$ cat config.mk
export PLATFORM = sky130hd
export DESIGN_NAME = pwm_capture
export DESIGN_NICKNAME = d
export VERILOG_FILES = /design/src/rtl/pwm_capture.sv
export SDC_FILE = /design/constraint.sdc
export NUM_CORES = 1
export LEC_CHECK = 0
export CORE_ASPECT_RATIO = 1.1
export CORE_UTILIZATION = 55
export DETAILED_ROUTE_END_ITERATION = 10
export PLACE_DENSITY = 0.77
export SYNTH_ARGS = -nofsm -noshare
export SYNTH_HDL_FRONTEND = slang
export SYNTH_SLANG_ARGS = --single-unit
export TNS_END_PERCENT = 20
$ cat constraint.sdc
create_clock -name CLK -period 13.8 [get_ports CLK]
set_input_delay 1.38 -clock CLK [delete_from_list [all_inputs] [get_ports CLK]]
set_output_delay 1.38 -clock CLK [all_outputs]
set_load 0.05 [all_outputs]
$ cat src/rtl/pwm_capture.sv
// pwm_capture -- measures period and high time of an asynchronous PWM input.
//
// The input is synchronized (2 flops), optionally glitch-filtered, and
// edge-detected (1 flop). A free-running counter restarts at 1 on every
// rise. The high time is captured on the fall. The period is captured on the
// next rise, which completes a sample. The first rise after idle, reset or
// timeout only starts a measurement and never produces a sample.
//
// Optional feature: define PWM_CAPTURE_FILTER_EN to insert a glitch filter.
// The filtered level follows the synchronized input only after the input has
// held a new value for FILT_LEN consecutive cycles. Without the macro, edges
// are acted on 3 cycles after the input transition and FILT_LEN is unused.
//
// Parameters:
//   WIDTH    width of the counters and of PERIOD/HIGH
//   TIMEOUT  cycles without an edge before STUCK is raised
//   FILT_LEN glitch-filter stability length (filter build only)
// Ports:
//   CLK      system clock, rising edge
//   RST      asynchronous active-high reset
//   PWM_IN   asynchronous PWM input
//   ACK      one-cycle pulse that consumes the held sample
//   PERIOD   rise-to-rise time of the last sample, in CLK cycles
//   HIGH     rise-to-fall time of the last sample, in CLK cycles
//   VALID    a sample is held and not yet acknowledged
//   OVERRUN  sticky: a sample completed while VALID was set
//   STUCK    no edge seen for TIMEOUT cycles
//   LEVEL    synchronized (and filtered) input level
module pwm_capture #(
  parameter int unsigned       WIDTH    = 28,
  parameter logic [WIDTH-1:0]  TIMEOUT  = 28'd50_000_000,
  parameter int unsigned       FILT_LEN = 4
) (
  input  logic             CLK,
  input  logic             RST,
  input  logic             PWM_IN,
  input  logic             ACK,
  output logic [WIDTH-1:0] PERIOD,
  output logic [WIDTH-1:0] HIGH,
  output logic             VALID,
  output logic             OVERRUN,
  output logic             STUCK,
  output logic             LEVEL
);

  localparam logic [1:0] IDLE      = 2'd0;
  localparam logic [1:0] MEAS_HIGH = 2'd1;
  localparam logic [1:0] MEAS_LOW  = 2'd2;

  // Parameter sanity: a zero timeout or zero-length filter is meaningless.
  if (FILT_LEN < 1 || TIMEOUT == '0) begin : g_bad_params
    $error("pwm_capture: FILT_LEN and TIMEOUT must both be at least 1");
  end

  logic             sync1;
  logic             sync2;
  logic             lvl;
  logic             lvl_prev;
  logic             armed;
  logic             rise;
  logic             fall;
  logic             any_edge;
  logic             timeout;
  logic             complete;
  logic [1:0]       state;
  logic [WIDTH-1:0] cnt;
  logic [WIDTH-1:0] idle_cnt;
  logic [WIDTH-1:0] high_shadow;

  // NOTE: sequential state uses non-blocking assignments so every flop
  // samples the pre-edge value of the others (sync2 gets the old sync1).
  always_ff @(posedge CLK or posedge RST) begin
    if (RST) begin
      sync1 <= 1'b0;
      sync2 <= 1'b0;
    end else begin
      sync1 <= PWM_IN;
      sync2 <= sync1;
    end
  end

`ifdef PWM_CAPTURE_FILTER_EN
  localparam int unsigned FW     = $clog2(FILT_LEN + 1);
  localparam int unsigned SETTLE = 3 + FILT_LEN;

  logic          filt;
  logic [FW-1:0] filt_cnt;

  // Count consecutive cycles on which the synchronized input disagrees with
  // the filtered level; adopt the new value on the FILT_LEN-th such cycle.
  always_ff @(posedge CLK or posedge RST) begin
    if (RST) begin
      filt     <= 1'b0;
      filt_cnt <= '0;
    end else if (sync2 == filt) begin
      filt_cnt <= '0;
    end else if (filt_cnt == FW'(FILT_LEN - 1)) begin
      filt     <= sync2;
      filt_cnt <= '0;
    end else begin
      filt_cnt <= filt_cnt + 1'b1;
    end
  end

  assign lvl = filt;
`else
  localparam int unsigned SETTLE = 3;

  assign lvl = sync2;
`endif

  // After reset the pipeline holds zeros, not the real input. If PWM_IN is
  // already high, the first real level would look like a rise in the middle
  // of a pulse. Edges are ignored until the pipeline and lvl_prev have been
  // filled from the live input, so a partial pulse is never measured.
  localparam int unsigned SW = $clog2(SETTLE + 1);
  logic [SW-1:0] settle_cnt;

  assign armed = (settle_cnt == SW'(SETTLE));

  always_ff @(posedge CLK or posedge RST) begin
    if (RST) begin
      settle_cnt <= '0;
      lvl_prev   <= 1'b0;
    end else begin
      lvl_prev <= lvl;
      if (!armed) settle_cnt <= settle_cnt + 1'b1;
    end
  end

  assign rise     = armed &  lvl & ~lvl_prev;
  assign fall     = armed & ~lvl &  lvl_prev;
  assign any_edge = rise | fall;
  assign timeout  = !any_edge && (idle_cnt == TIMEOUT - 1'b1);
  assign complete = (state == MEAS_LOW) && rise;
  assign LEVEL    = lvl;

  // Measurement counter: 1 on the cycle of a rise, saturating otherwise.
  // Cycles since the last edge: parks at TIMEOUT so the timeout fires once.
  always_ff @(posedge CLK or posedge RST) begin
    if (RST) begin
      cnt      <= '0;
      idle_cnt <= '0;
    end else begin
      if (rise)            cnt <= {{(WIDTH-1){1'b0}}, 1'b1};
      else if (cnt != '1)  cnt <= cnt + 1'b1;

      if (any_edge)                idle_cnt <= '0;
      else if (idle_cnt != TIMEOUT) idle_cnt <= idle_cnt + 1'b1;
    end
  end

  always_ff @(posedge CLK or posedge RST) begin
    if (RST) begin
      state       <= IDLE;
      high_shadow <= '0;
      PERIOD      <= '0;
      HIGH        <= '0;
      VALID       <= 1'b0;
      OVERRUN     <= 1'b0;
      STUCK       <= 1'b0;
    end else if (timeout) begin
      state  <= IDLE;
      STUCK  <= 1'b1;
      PERIOD <= '0;
      HIGH   <= '0;
      VALID  <= 1'b0;
      if (ACK) OVERRUN <= 1'b0;
    end else begin
      if (any_edge) STUCK <= 1'b0;

      case (state)
        IDLE:      if (rise) state <= MEAS_HIGH;
        MEAS_HIGH: if (fall) begin
                     high_shadow <= cnt;
                     state       <= MEAS_LOW;
                   end
        MEAS_LOW:  if (rise) state <= MEAS_HIGH;
        default:   state <= IDLE;
      endcase

      // A completing sample wins over ACK; an unacknowledged one overruns.
      if (complete) begin
        PERIOD <= cnt;
        HIGH   <= high_shadow;
        VALID  <= 1'b1;
        if (VALID && !ACK) OVERRUN <= 1'b1;
      end else if (ACK) begin
        VALID   <= 1'b0;
        OVERRUN <= 1'b0;
      end
    end
  end

endmodule

==> impl.org, run 1 <==
** Run status
- The run finished with clean final reports.

** Clock network
- The number of clock buffers added by TritonCTS is 17.
- After clock tree synthesis, the clock-pin slew on the worst setup and hold paths is 0.06 ns.
- Buffers inserted to repair hold after CTS numbered 0.
- CTS sink cnt :: 150
- Counting along the longest clock path gives a buffer depth of 2.
- Number of buffers added for setup after CTS :: 0
- Clock tree from TritonCTS :: done
- CTS built an H-tree with a depth of 4.
- Total of cells resized after clock tree synthesis :: 0
- The tree is rooted in a sky130_fd_sc_hd__clkbuf_16.
- The later pin in the worst-skew pair is clocked with a latency of 0.43 ns.

** STA
- Setup violations remaining at the end of the flow were counted as 0.
- Of the available clock period, the critical path in the final layout requires 23.1%.
- Hold timing on the final database bottoms out at a slack of 0.352 ns.
- At the pin with the least slew margin, the transition time is 1.25 ns.
- Measured against its own limit, the worst slew margin works out to 16.6%.
- The final hold violation count is 0.
- The smallest clock period supported by the final layout is computed as 3.19 ns.
- Final-layout setup total negative slack :: 0 ns
- Max-slew violation count :: 0
- For this run, the top clock speed supported by timing is 313 MHz.
- Unrepaired setup endpoints after global routing :: no
- Clock Skews :: 0.00783 ns

** Synthesis
- In the synthesized netlist, the number of instances is 556.
- The most common cell in the synthesized netlist is sky130_fd_sc_hd__dfrtp_1.
- Count of cell types in the netlist :: 47
- The synthesized design devotes to its leading area cell type 57.8% of total area.
- Prevailing post-synth register cell :: sky130_fd_sc_hd__dfrtp_1
- In this run, synthesis produced a sequential element count of 150.
- Synth cell count leaders :: 150 x sky130_fd_sc_hd__dfrtp_1, 64 x sky130_fd_sc_hd__nor2_1, 56 x sky130_fd_sc_hd__a22o_1
- The biggest area contributor in the post-synthesis netlist is sky130_fd_sc_hd__dfrtp_1.
- Yosys Warn Count :: 0
- Cell area after synthesis :: 6500 µm²
- Number of enable flip-flop cells after synthesis :: 0
- In the synthesized netlist the async set-or-reset flop fraction comes to 100%.
- Top cells by area, synth :: sky130_fd_sc_hd__dfrtp_1 58%, sky130_fd_sc_hd__a22o_1 7.6%, sky130_fd_sc_hd__mux2_2 5.0%
- After synthesis, the mean cell area works out to 11.7 µm².
- The share of the Yosys chip area taken by registers is 57.8%.
- Syn nets :: 564

** Route
- Wl on met1 :: 5.74 mm
- The pre-antenna-repair detailed-routing pass consisted of 5 iterations.
- In the detailed route, the total length drawn on met2 is 6.40 mm.
- DRC errors left :: 0
- The detail route stage leaves a number of antenna-violating nets equal to 0.
- The detailed router used layers up to and including met4.
- Overall via count from detail_route :: 4,534
- Wire length reported by the detailed router :: 13.0 mm
- The detailed router finished its first iteration with 278 violations.
- Met3 wire length :: 515 µm
- Vias per Instance :: 5.87
- After detailed routing, the average wire length per cell comes to 16.8 µm.

** Worst setup path
- The critical path goes through clkdlybuf4s50_1.
- WP data arrival :: 1.81 ns
- The kind of cell with the highest combined delay along the critical path is buffers and inverters.
- In this design, the stage delay of the slowest critical-path cell is 0.87 ns.
- Worst setup path category :: reg -> out
- The number of buffers and inverters on the critical path is 1.
- Crit Path Max Fanout :: 8
- Kind of launch point of the worst setup path :: flop
- The worst setup path is captured at a primary output.
- Among all stages on the critical path, the largest delay is contributed by sky130_fd_sc_hd__clkdlybuf4s50_1.
- Data required time of the critical path :: 12.42 ns

** Layout
- Compared with the post-synthesis result, the final layout area differs by 20.7%.
- Antenna cells :: 0
- Net total in the final layout :: 618
- Number of filler instances in the final layout :: 850
- The post-route netlist has 12.7% of its cells at a drive strength greater than 1.

** Die
- In this run the horizontal extent of the chip is 106 µm.
- In this run the count of I/O pins placed on the die edge is 64.
- For this configuration, the core starts out at a cell density of 56.5%.
- Chip Height :: 116 µm
- The floorplan step defined a die boundary enclosing 12,300 µm².
- Row cnt :: 41
- Placeable core region :: 11,500 µm²

** Placement
- HPWL Detailed :: 8.10 mm
- Port Buffers :: 63
- The congestion estimate from routability-driven global placement came to 0.798.

** Global routing
- Vias in the first global route :: 4,472
- Largest net degree at the start of global routing :: 81
- Global routing used 23.5% of the available tracks across all layers.
- Summed over all layers, the global routing overflow is 0.
- Number of antenna violations at the first check in global routing :: 0
- The first global-routing pass estimated 22.1 mm of wire.

** Pwr
- Leakage component of the power :: 0.00345 µW
- Pwr dens :: 145 nW/µm²
- Worst-case vdd ir drop :: 0.127 mV

** Hold path
- Type of the tightest min-delay check :: reg -> reg

** Run
- Max-cap violation count :: 0
==> path summary, 6_finish.rpt <==
check                         startpoint        endpoint  slack (ns)  cells after the start
min                                sync1           LEVEL        0.35                      0
min in group asynchronous            RST  high_shadow[3]        1.41                      2
max                                LEVEL           LEVEL       10.61                      1
max reg2reg                settle_cnt[0]        HIGH[24]       11.07                      6
max in group asynchronous            RST         cnt[27]       10.97                      3
min reg2reg                        sync1           LEVEL        0.35                      0
==> metrics by stage <==
stage	cells	total power, µW	utilization [%]	worst slack, ns	area [µm²]
floorplan	556	602	-	8.38	6500
global placement	741	642	62.7	10.48	7200
detailed placement	741	645	62.7	10.43	7200
CTS	773	1140	68.2	10.59	7840
global route	773	1180	68.2	10.56	7840
finish	773	1140	68.2	10.61	7840
==> cell usage in the layout (no fill, tap or decap), types with 18 or more instances in the layout <==
cell type	n
sky130_fd_sc_hd__a21oi_1	18
sky130_fd_sc_hd__xnor2_1	33
sky130_fd_sc_hd__xor2_1	19
sky130_fd_sc_hd__nand4_1	22
sky130_fd_sc_hd__mux2_2	29
sky130_fd_sc_hd__a22o_1	56
sky130_fd_sc_hd__nor2_1	61
sky130_fd_sc_hd__nand2_1	28
sky130_fd_sc_hd__nand3_1	24
sky130_fd_sc_hd__dfrtp_1	150
sky130_fd_sc_hd__clkdlybuf4s50_1	63
==> final cells by class <==
class | instances | area (µm²) | area share [%]
well taps | 150 | 188 | 2.39
clock inverters | 14 | 208 | 2.65
inverters | 8 | 35.0 | 0.447
multi-input cells | 365 | 2560 | 32.6
clock buffers | 18 | 429 | 5.47
flip-flops and latches | 150 | 3750 | 47.9
repair buffers | 68 | 668 | 8.52
==> metal layers <==
layer	up-vias	global-route usage, %
li1	2109	-
met2	105	37.7
met1	2296	30.4
met4	0	11.9
met3	24	5.17
met5	-	0
==> registers in the layout, summed over array words and instances, names as in the netlist, 2 cells and up <==
register     flops
HIGH            28
PERIOD          28
cnt             28
high_shadow     28
idle_cnt        28
settle_cnt       2
state            2
==> kinds of logic after synthesis <==
group	count (synthesis)	share of synthesized area (%)
AND/OR/NAND/NOR	187	14.7
flip-flops	150	57.8
AO/OA/AOI/OAI	91	11.3
XOR/XNOR	52	7.01
buffers and inverters	41	3.10
multiplexers	31	5.34
adder cells (fa/ha/maj)	4	0.770
==> power by group <==
group          switching [µW]  internal (µW)
Sequential               25.9            466
Combinational            94.2           51.8
Clock                     180            319
No activity file was read; power rests on OpenSTA's default activity.
==> inputs of run 2 (changes only) <==
--- a/config.mk
+++ b/config.mk
@@ -6,9 +6,9 @@
 export NUM_CORES = 1
 export LEC_CHECK = 0
 export CORE_ASPECT_RATIO = 1.1
-export CORE_UTILIZATION = 55
+export CORE_UTILIZATION = 51
 export DETAILED_ROUTE_END_ITERATION = 10
-export PLACE_DENSITY = 0.77
+export PLACE_DENSITY = 0.75
 export SYNTH_ARGS = -nofsm -noshare
 export SYNTH_HDL_FRONTEND = slang
 export SYNTH_SLANG_ARGS = --single-unit
==> constraint.sdc (replaced) <==
create_clock -name CLK -period 2.8 [get_ports CLK]
set_input_delay 0.28 -clock CLK [delete_from_list [all_inputs] [get_ports CLK]]
set_output_delay 0.28 -clock CLK [all_outputs]
set_load 0.05 [all_outputs]
==> run 2 against run 1 <==
Final area is 1.4% higher. Routed wire length increased by 3.1%. First-iteration DRC count is 12% higher. Utilization shrank 3.3 points. Sequential power grew to 4.9 times the previous value. Largest cell class unchanged.
==> impl.org, run 2 (same netlist as run 1, synthesis figures left out) <==
** Clock network
- In this run the number of H-tree levels came out at 4.
- The clock drives 150 sinks.
- TritonCTS built the clock tree.
- Hold buffer count at cts :: 0
- In this run the clock root is driven by a sky130_fd_sc_hd__clkbuf_16.
- Post-CTS timing repair inserted 0 buffers for setup.
- Counting along the longest clock path gives a buffer depth of 2.
- Clock-pin slew on the worst setup and hold paths :: 0.06 ns
- Worst-Skew Late Latency :: 0.43 ns
- Total of cells resized after clock tree synthesis :: 0
- TritonCTS created 17 clock buffers.

** Layout
- Net total in the final layout :: 628
- Fraction of final layout cells sized beyond drive strength 1 :: 13.8%
- The sequential cells in the finished layout cover a total of 3750 µm².
- Antenna cells :: 0
- Most common library cell in the layout ignoring fill and taps :: sky130_fd_sc_hd__dfrtp_1
- Area Growth Syn to Fin :: 22.4%
- Combined area of the multi-input logic cells :: 2560 µm²
- Measured on the finished design, the core utilization comes to 64.9%.
- Most frequent cells in the layout :: 150 x sky130_fd_sc_hd__dfrtp_1, 63 x sky130_fd_sc_hd__clkdlybuf4s50_1, 61 x sky130_fd_sc_hd__nor2_1
- Counting the fill cells in the layout gives 962.

** Route
- Average routed wire per standard cell :: 17.0 µm
- The final route contains 4,612 vias.
- Dividing the detail-routed via count by the number of cells gives 5.87.
- Drt pass-1 iters :: 6
- The final layout contains routed wiring with a total length of 13.4 mm.
- Count of nets left with antenna violations after detail routing :: 0
- In the routed design, unresolved DRC markers number 0.
- The first routing iteration left 310 violations.

** Pwr
- Leakage component of the power :: 0.00352 µW
- The internal power of the cells totals 4150 µW.
- Of the total power, combinational logic draws 13.3%.
- The completed layout was analyzed and its total power is 5600 µW.
- Switching share of power :: 25.9%
- IR analysis of the VDD net gives a maximum drop of 0.481 mV.
- Switching power summed over all nets :: 1450 µW
- Proportion of power drawn by the clock network :: 43.3%
- Share of power burned in registers :: 43.4%
- Pwr dens :: 704 nW/µm²

** Worst setup path
- In this run the worst setup path begins at idle_cnt[8].
- Category of the worst setup path capture point :: flop
- The setup path with the least slack is of type reg -> reg.
- WP data arrival :: 2.48 ns
- The worst setup path is launched from a flop.
- In this run the critical register-to-register path is launched from idle_cnt[8].
- Crit Path Max Fanout :: 56
- STA puts the critical path data required time at 3.11 ns.

** Hold path
- Type of the tightest min-delay check :: in -> async

** Global routing
- Global routing consumed, over all layers together, 22.7% of the routing resources.
- GRT Residual Overflow :: 0
- Global-route wire length before repair :: 22.9 mm
- The number of antenna violations at the first check in global routing came to 0.
- Vias in the first global route :: 4,656
- Entering global routing, the biggest net connects 57 pins.

** Die
- Row cnt :: 42
- The die is 110 µm wide.
- The initial utilization of the core area, before any placement, comes to 53.1%.
- Placeable core region :: 12,200 µm²
- Full die area :: 13,200 µm²
- Number of top-level design ports :: 64
- Measured along the y axis, the die boundary spans 120 µm.

** STA
- Actual transition at the worst max-transition pin :: 0.602 ns
- Final setup fails :: 0
- Measured against its own limit, the worst slew margin works out to 59.8%.
- The final hold violation count was 0.
- Subtracting the final worst setup slack from the clock period gives 2.17 ns.
- Highest clock rate :: 461 MHz
- Unrepaired setup endpoints after global routing :: no
- The worst path uses 77.6% of the clock period.
- Final-layout setup total negative slack :: 0 ns
- Max-slew violation count :: 0
- Across the routed clock network, the largest skew measured is 0.00696 ns.

** Run status
- Result of the run :: finished, final reports clean

** Placement
- Port Buffers :: 63
- HPWL Detailed :: 8.57 mm
- At the end of routability-driven placement, the weighted congestion stood at 0.824.

** Run
- The tool flagged a number of max-cap violations equal to 0.
==> run 2: cell count changes in the layout (fill, tap and decap cells not counted), sizes merged <==
| cell | change |
|---|---|
| clkinvlp | -2 |
| buf | +10 |
| inv | -1 |
| clkbuf | +5 |
| clkinv | -2 |
| bufinv | -1 |
==> run 2: through the flow <==
step / cells / hold WS, ns / area [µm²] / setup WS, ns
2_1_floorplan: 556 / 0.311 / 6500 / 0.631
4_1_cts: 786 / 0.279 / 7950 / 0.629
6_report: 786 / 0.279 / 7950 / 0.629
3_3_place_gp: 755 / 0.333 / 7320 / 0.685
5_1_grt: 786 / 0.301 / 7950 / 0.409
3_5_place_dp: 755 / 0.336 / 7320 / 0.653
==> run 2: critical path: stages (launching register included) <==
cell and delay [ns]:
sky130_fd_sc_hd__dfrtp_1 0.44, sky130_fd_sc_hd__or4b_1 0.58, sky130_fd_sc_hd__nor3_1 0.17, sky130_fd_sc_hd__and3_1 0.35, sky130_fd_sc_hd__nor2_4 0.08, sky130_fd_sc_hd__buf_12 0.20
sky130_fd_sc_hd__a22o_1 0.22
==> run 2: power groups by stage <==
stage	logic (µW)	clock network (µW)	registers [µW]
2_1_floorplan	359	0	2610
3_3_place_gp	729	0	2460
3_5_place_dp	745	0	2470
4_1_cts	751	2470	2430
5_1_grt	805	2560	2440
6_report	743	2420	2430
==> run 2: path summary, 6_finish.rpt <==
kind / to / slack (ns) / cells after the start
worst min-delay path: HIGH[4] / 0.28 / 2
worst max register to register: HIGH[12] / 0.63 / 6
max in group asynchronous: PERIOD[13] / 1.81 / 3
worst min register to register: LEVEL / 0.36 / 0
worst max-delay path: HIGH[12] / 0.63 / 6
min in group CLK: sync1 / 0.29 / 1
==> run 2: final cells by class <==
type	instances	area share (%)
Inverter	8	0.425
Tap cell	154	2.42
Clock buffer	23	6.14
Multi-Input combinational cell	365	32.2
Timing Repair Buffer	78	9.82
Sequential cell	150	47.2
Clock inverter	8	1.83
==> run 2: routing by layer <==
layer / routed length, µm / GRT usage [%] / up-vias
met4: 267 / 9.42 / 0
met3: 647 / 5.34 / 24
li1: - / - / 2132
met1: 5860 / 30.4 / 2325
met5: 0 / 0 / -
met2: 6610 / 35.6 / 131
==> inputs of run 3 (changes only) <==
==> constraint.sdc (replaced) <==
create_clock -name CLK -period 1.83 [get_ports CLK]
set_input_delay 0.183 -clock CLK [delete_from_list [all_inputs] [get_ports CLK]]
set_output_delay 0.183 -clock CLK [all_outputs]
set_load 0.05 [all_outputs]
==> run 3 against run 2 <==
The flow now finishes with violations (setup timing). Via count up 7.5%. Clock power grew 62%. Critical path depth fell by 1. Routed wire length grew 16%. Clock skew about the same. Power rose by 60%. Fmax is 15% higher. Die area did not move. Highest routed layer unchanged.
==> impl.org, run 3 (same netlist as run 1, synthesis figures left out) <==
** Run status
- The flow ran to the end, but the final reports show violations.
- The checks that failed: setup timing.

** STA
- Fin worst setup slack :: -0.0655 ns
- Share of the clock period used by the worst path :: 104%
- For this run, the top clock speed supported by timing is 528 MHz.
- Actual transition at the worst max-transition pin :: 0.518 ns
- Summed over all failing endpoints, the final setup total negative slack is -1.88 ns.
- Worst slew margin :: 65.4%
- The routed design could run at a clock period as short as 1.90 ns.
- Setup repair after global routing could not meet its margin everywhere.
- Max-slew violation count :: 0
- Final setup fails :: 45
- Final Hold Vio Count :: 0
- The clock arrives with 0.00667 ns of skew.

** Placement
- HPWL Detailed :: 9.46 mm
- Port Buffers :: 63
- Placed cell count :: 807
- Instance area after placement :: 7740 µm²
- Routability Congestion :: 0.835

** Pwr
- Total Power Consumption :: 8950 µW
- Proportion of power drawn by the clock network :: 43.8%
- Pwr dens :: 1030 nW/µm²
- Worst-case vdd ir drop :: 0.643 mV
- Part of the power in combinational logic :: 15.5%
- Leakage component of the power :: 0.00405 µW
- Switching power summed over all nets :: 2290 µW
- Internal power consumption :: 6660 µW
- Net switching is 25.6% of the power.
- Sequential cells account for 40.7% of the total power.

** Route
- The first TritonRoute pass finished after 5 iterations.
- Dividing the detail-routed via count by the number of cells gives 5.84.
- Wire length reported by the detailed router :: 15.5 mm
- For this run, design rule violations remaining after detail routing come to 0.
- Overall via count from detail_route :: 4,956
- Average routed wire per standard cell :: 18.3 µm
- Once detail routing completed, the nets flagged for antenna violations numbered 0.
- The first routing iteration left 280 violations.

** Clock network
- Cts bufs inserted :: 17
- Hold buffer count at cts :: 0
- Number of levels the H-tree was split into :: 4
- Counting along the longest clock path gives a buffer depth of 2.
- CTS sink cnt :: 150
- Worst-Skew Late Latency :: 0.42 ns
- Clock-pin slew on the worst setup and hold paths :: 0.06 ns
- Clock tree from TritonCTS :: done
- CTS Root Buffer Type :: sky130_fd_sc_hd__clkbuf_16

** Layout
- Fraction of final layout cells sized beyond drive strength 1 :: 23.3%
- Summing all multi-input logic gate instances after layout gives 2670 µm².
- In the layout the commonest cells are 149 x sky130_fd_sc_hd__dfrtp_1, 65 x sky130_fd_sc_hd__buf_4, 61 x sky130_fd_sc_hd__nor2_1.
- Excluding fillers, the count of instances in the completed layout stands at 848.
- End-of-flow core utilization :: 71.0%
- Net total in the final layout :: 689
- Compared with the post-synthesis result, the final layout area differs by 33.8%.
- The sequential cells in the finished layout cover a total of 3750 µm².
- With fillers left out, the area of the finished cells amounts to 8690 µm².
- Antenna cells :: 0
- Counting the fill cells in the layout gives 832.
- Most common library cell in the layout ignoring fill and taps :: sky130_fd_sc_hd__dfrtp_1

** Worst setup path
- The worst setup path is captured at a flop.
- Kind of launch point of the worst setup path :: flop
- Worst setup path category :: reg -> reg
- STA puts the critical path data arrival time at 2.21 ns.
- Data required time of the critical path :: 2.14 ns
- Crit Path Max Fanout :: 5

** Global routing
- Largest net degree at the start of global routing :: 59
- GRT Residual Overflow :: 0
- The number of antenna violations at the first check in global routing came to 0.
- Vias in the first global route :: 4,898
- Global routing consumed, over all layers together, 23.8% of the routing resources.
- Global-route wire length before repair :: 24.0 mm

** Die
- Full die area :: 13,200 µm²
- Number of top-level design ports :: 64
- The floorplan has 42 rows.
- The die is 110 µm wide.
- The die is 120 µm tall.
- Starting Density :: 53.1%
- The core region is 12,200 µm².

** Hold path
- The min-delay analysis places its worst path in the category in -> async.

** Run
- Across the run, the number of max-cap violations was 0.
run 3: cell types whose count changed in the layout (fill, tap and decap cells not counted), moves of 2 or more:
cell and change:
sky130_fd_sc_hd__buf_4 +53, sky130_fd_sc_hd__clkdlybuf4s50_1 -9, sky130_fd_sc_hd__dlymetal6s2s_1 +6, sky130_fd_sc_hd__clkbuf_16 +4, sky130_fd_sc_hd__a2111oi_2 -3, sky130_fd_sc_hd__a2111oi_4 +3
sky130_fd_sc_hd__buf_12 +3, sky130_fd_sc_hd__buf_6 +3, sky130_fd_sc_hd__nor4_1 -3, sky130_fd_sc_hd__clkinvlp_4 -2, sky130_fd_sc_hd__ha_1 -2, sky130_fd_sc_hd__nor4_4 +2
run 3: repair_timing:
item | in CTS | in global routing
cloned | 0 | 4
pin swaps | 7 | 27
resized for setup | 8 | 23
buffers inserted | 0 | 5
endpoints found under the setup margin | 64 | 122
run 3: worst paths after layout:
kind | from | end | slack [ns] | depth (start not counted)
worst max-delay path | cnt[8] | cnt[27] | -0.07 | 5
worst min-delay path | RST | HIGH[3] | 0.13 | 2
worst max register to register | cnt[8] | cnt[27] | -0.07 | 5
worst min register to register | sync1 | LEVEL | 0.35 | 0
max in group asynchronous | RST | PERIOD[16] | 1.07 | 3
min in group CLK | PWM_IN | sync1 | 0.20 | 1
run 3: power groups by stage:
stage | combinational, µW | sequential, µW | clock, µW
global route | 1470 | 3670 | 4100
detailed placement | 1330 | 3700 | 0
finish | 1380 | 3640 | 3920
global placement | 1300 | 3690 | 0
CTS | 1330 | 3640 | 3950
floorplan | 550 | 3990 | 0
run 3: routing by layer:
metal / track usage (%) / up-vias / wire [µm]
met3: 5.39 / 27 / 707
met5: 0 / - / 0
met4: 8.75 / 0 / 333
met2: 39.2 / 151 / 7920
met1: 30.7 / 2526 / 6570
li1: - / 2252 / -
run 3: cell type report:
class	instances	area share, %
clock inverters	7	1.89
flip-flops and latches	150	43.2
multi-input cells	365	30.8
well taps	154	2.22
clock buffers	25	5.82
repair buffers	139	15.7
inverters	8	0.389
run 3: critical path: stages, from the launching register on:
cell and delay, ns:
sky130_fd_sc_hd__dfrtp_1 0.37, sky130_fd_sc_hd__nand4_1 0.20, sky130_fd_sc_hd__or4_4 0.67, sky130_fd_sc_hd__nor4_4 0.20, sky130_fd_sc_hd__a21oi_1 0.12, sky130_fd_sc_hd__a31o_2 0.22
run 3: through the flow:
step	setup WS [ns]	hold slack, ns
5_1_grt	-0.138	0.165
4_1_cts	-0.0268	0.127
3_5_place_dp	-0.147	0.335
6_report	-0.0655	0.129
3_3_place_gp	-0.0844	0.334
2_1_floorplan	-0.242	0.214
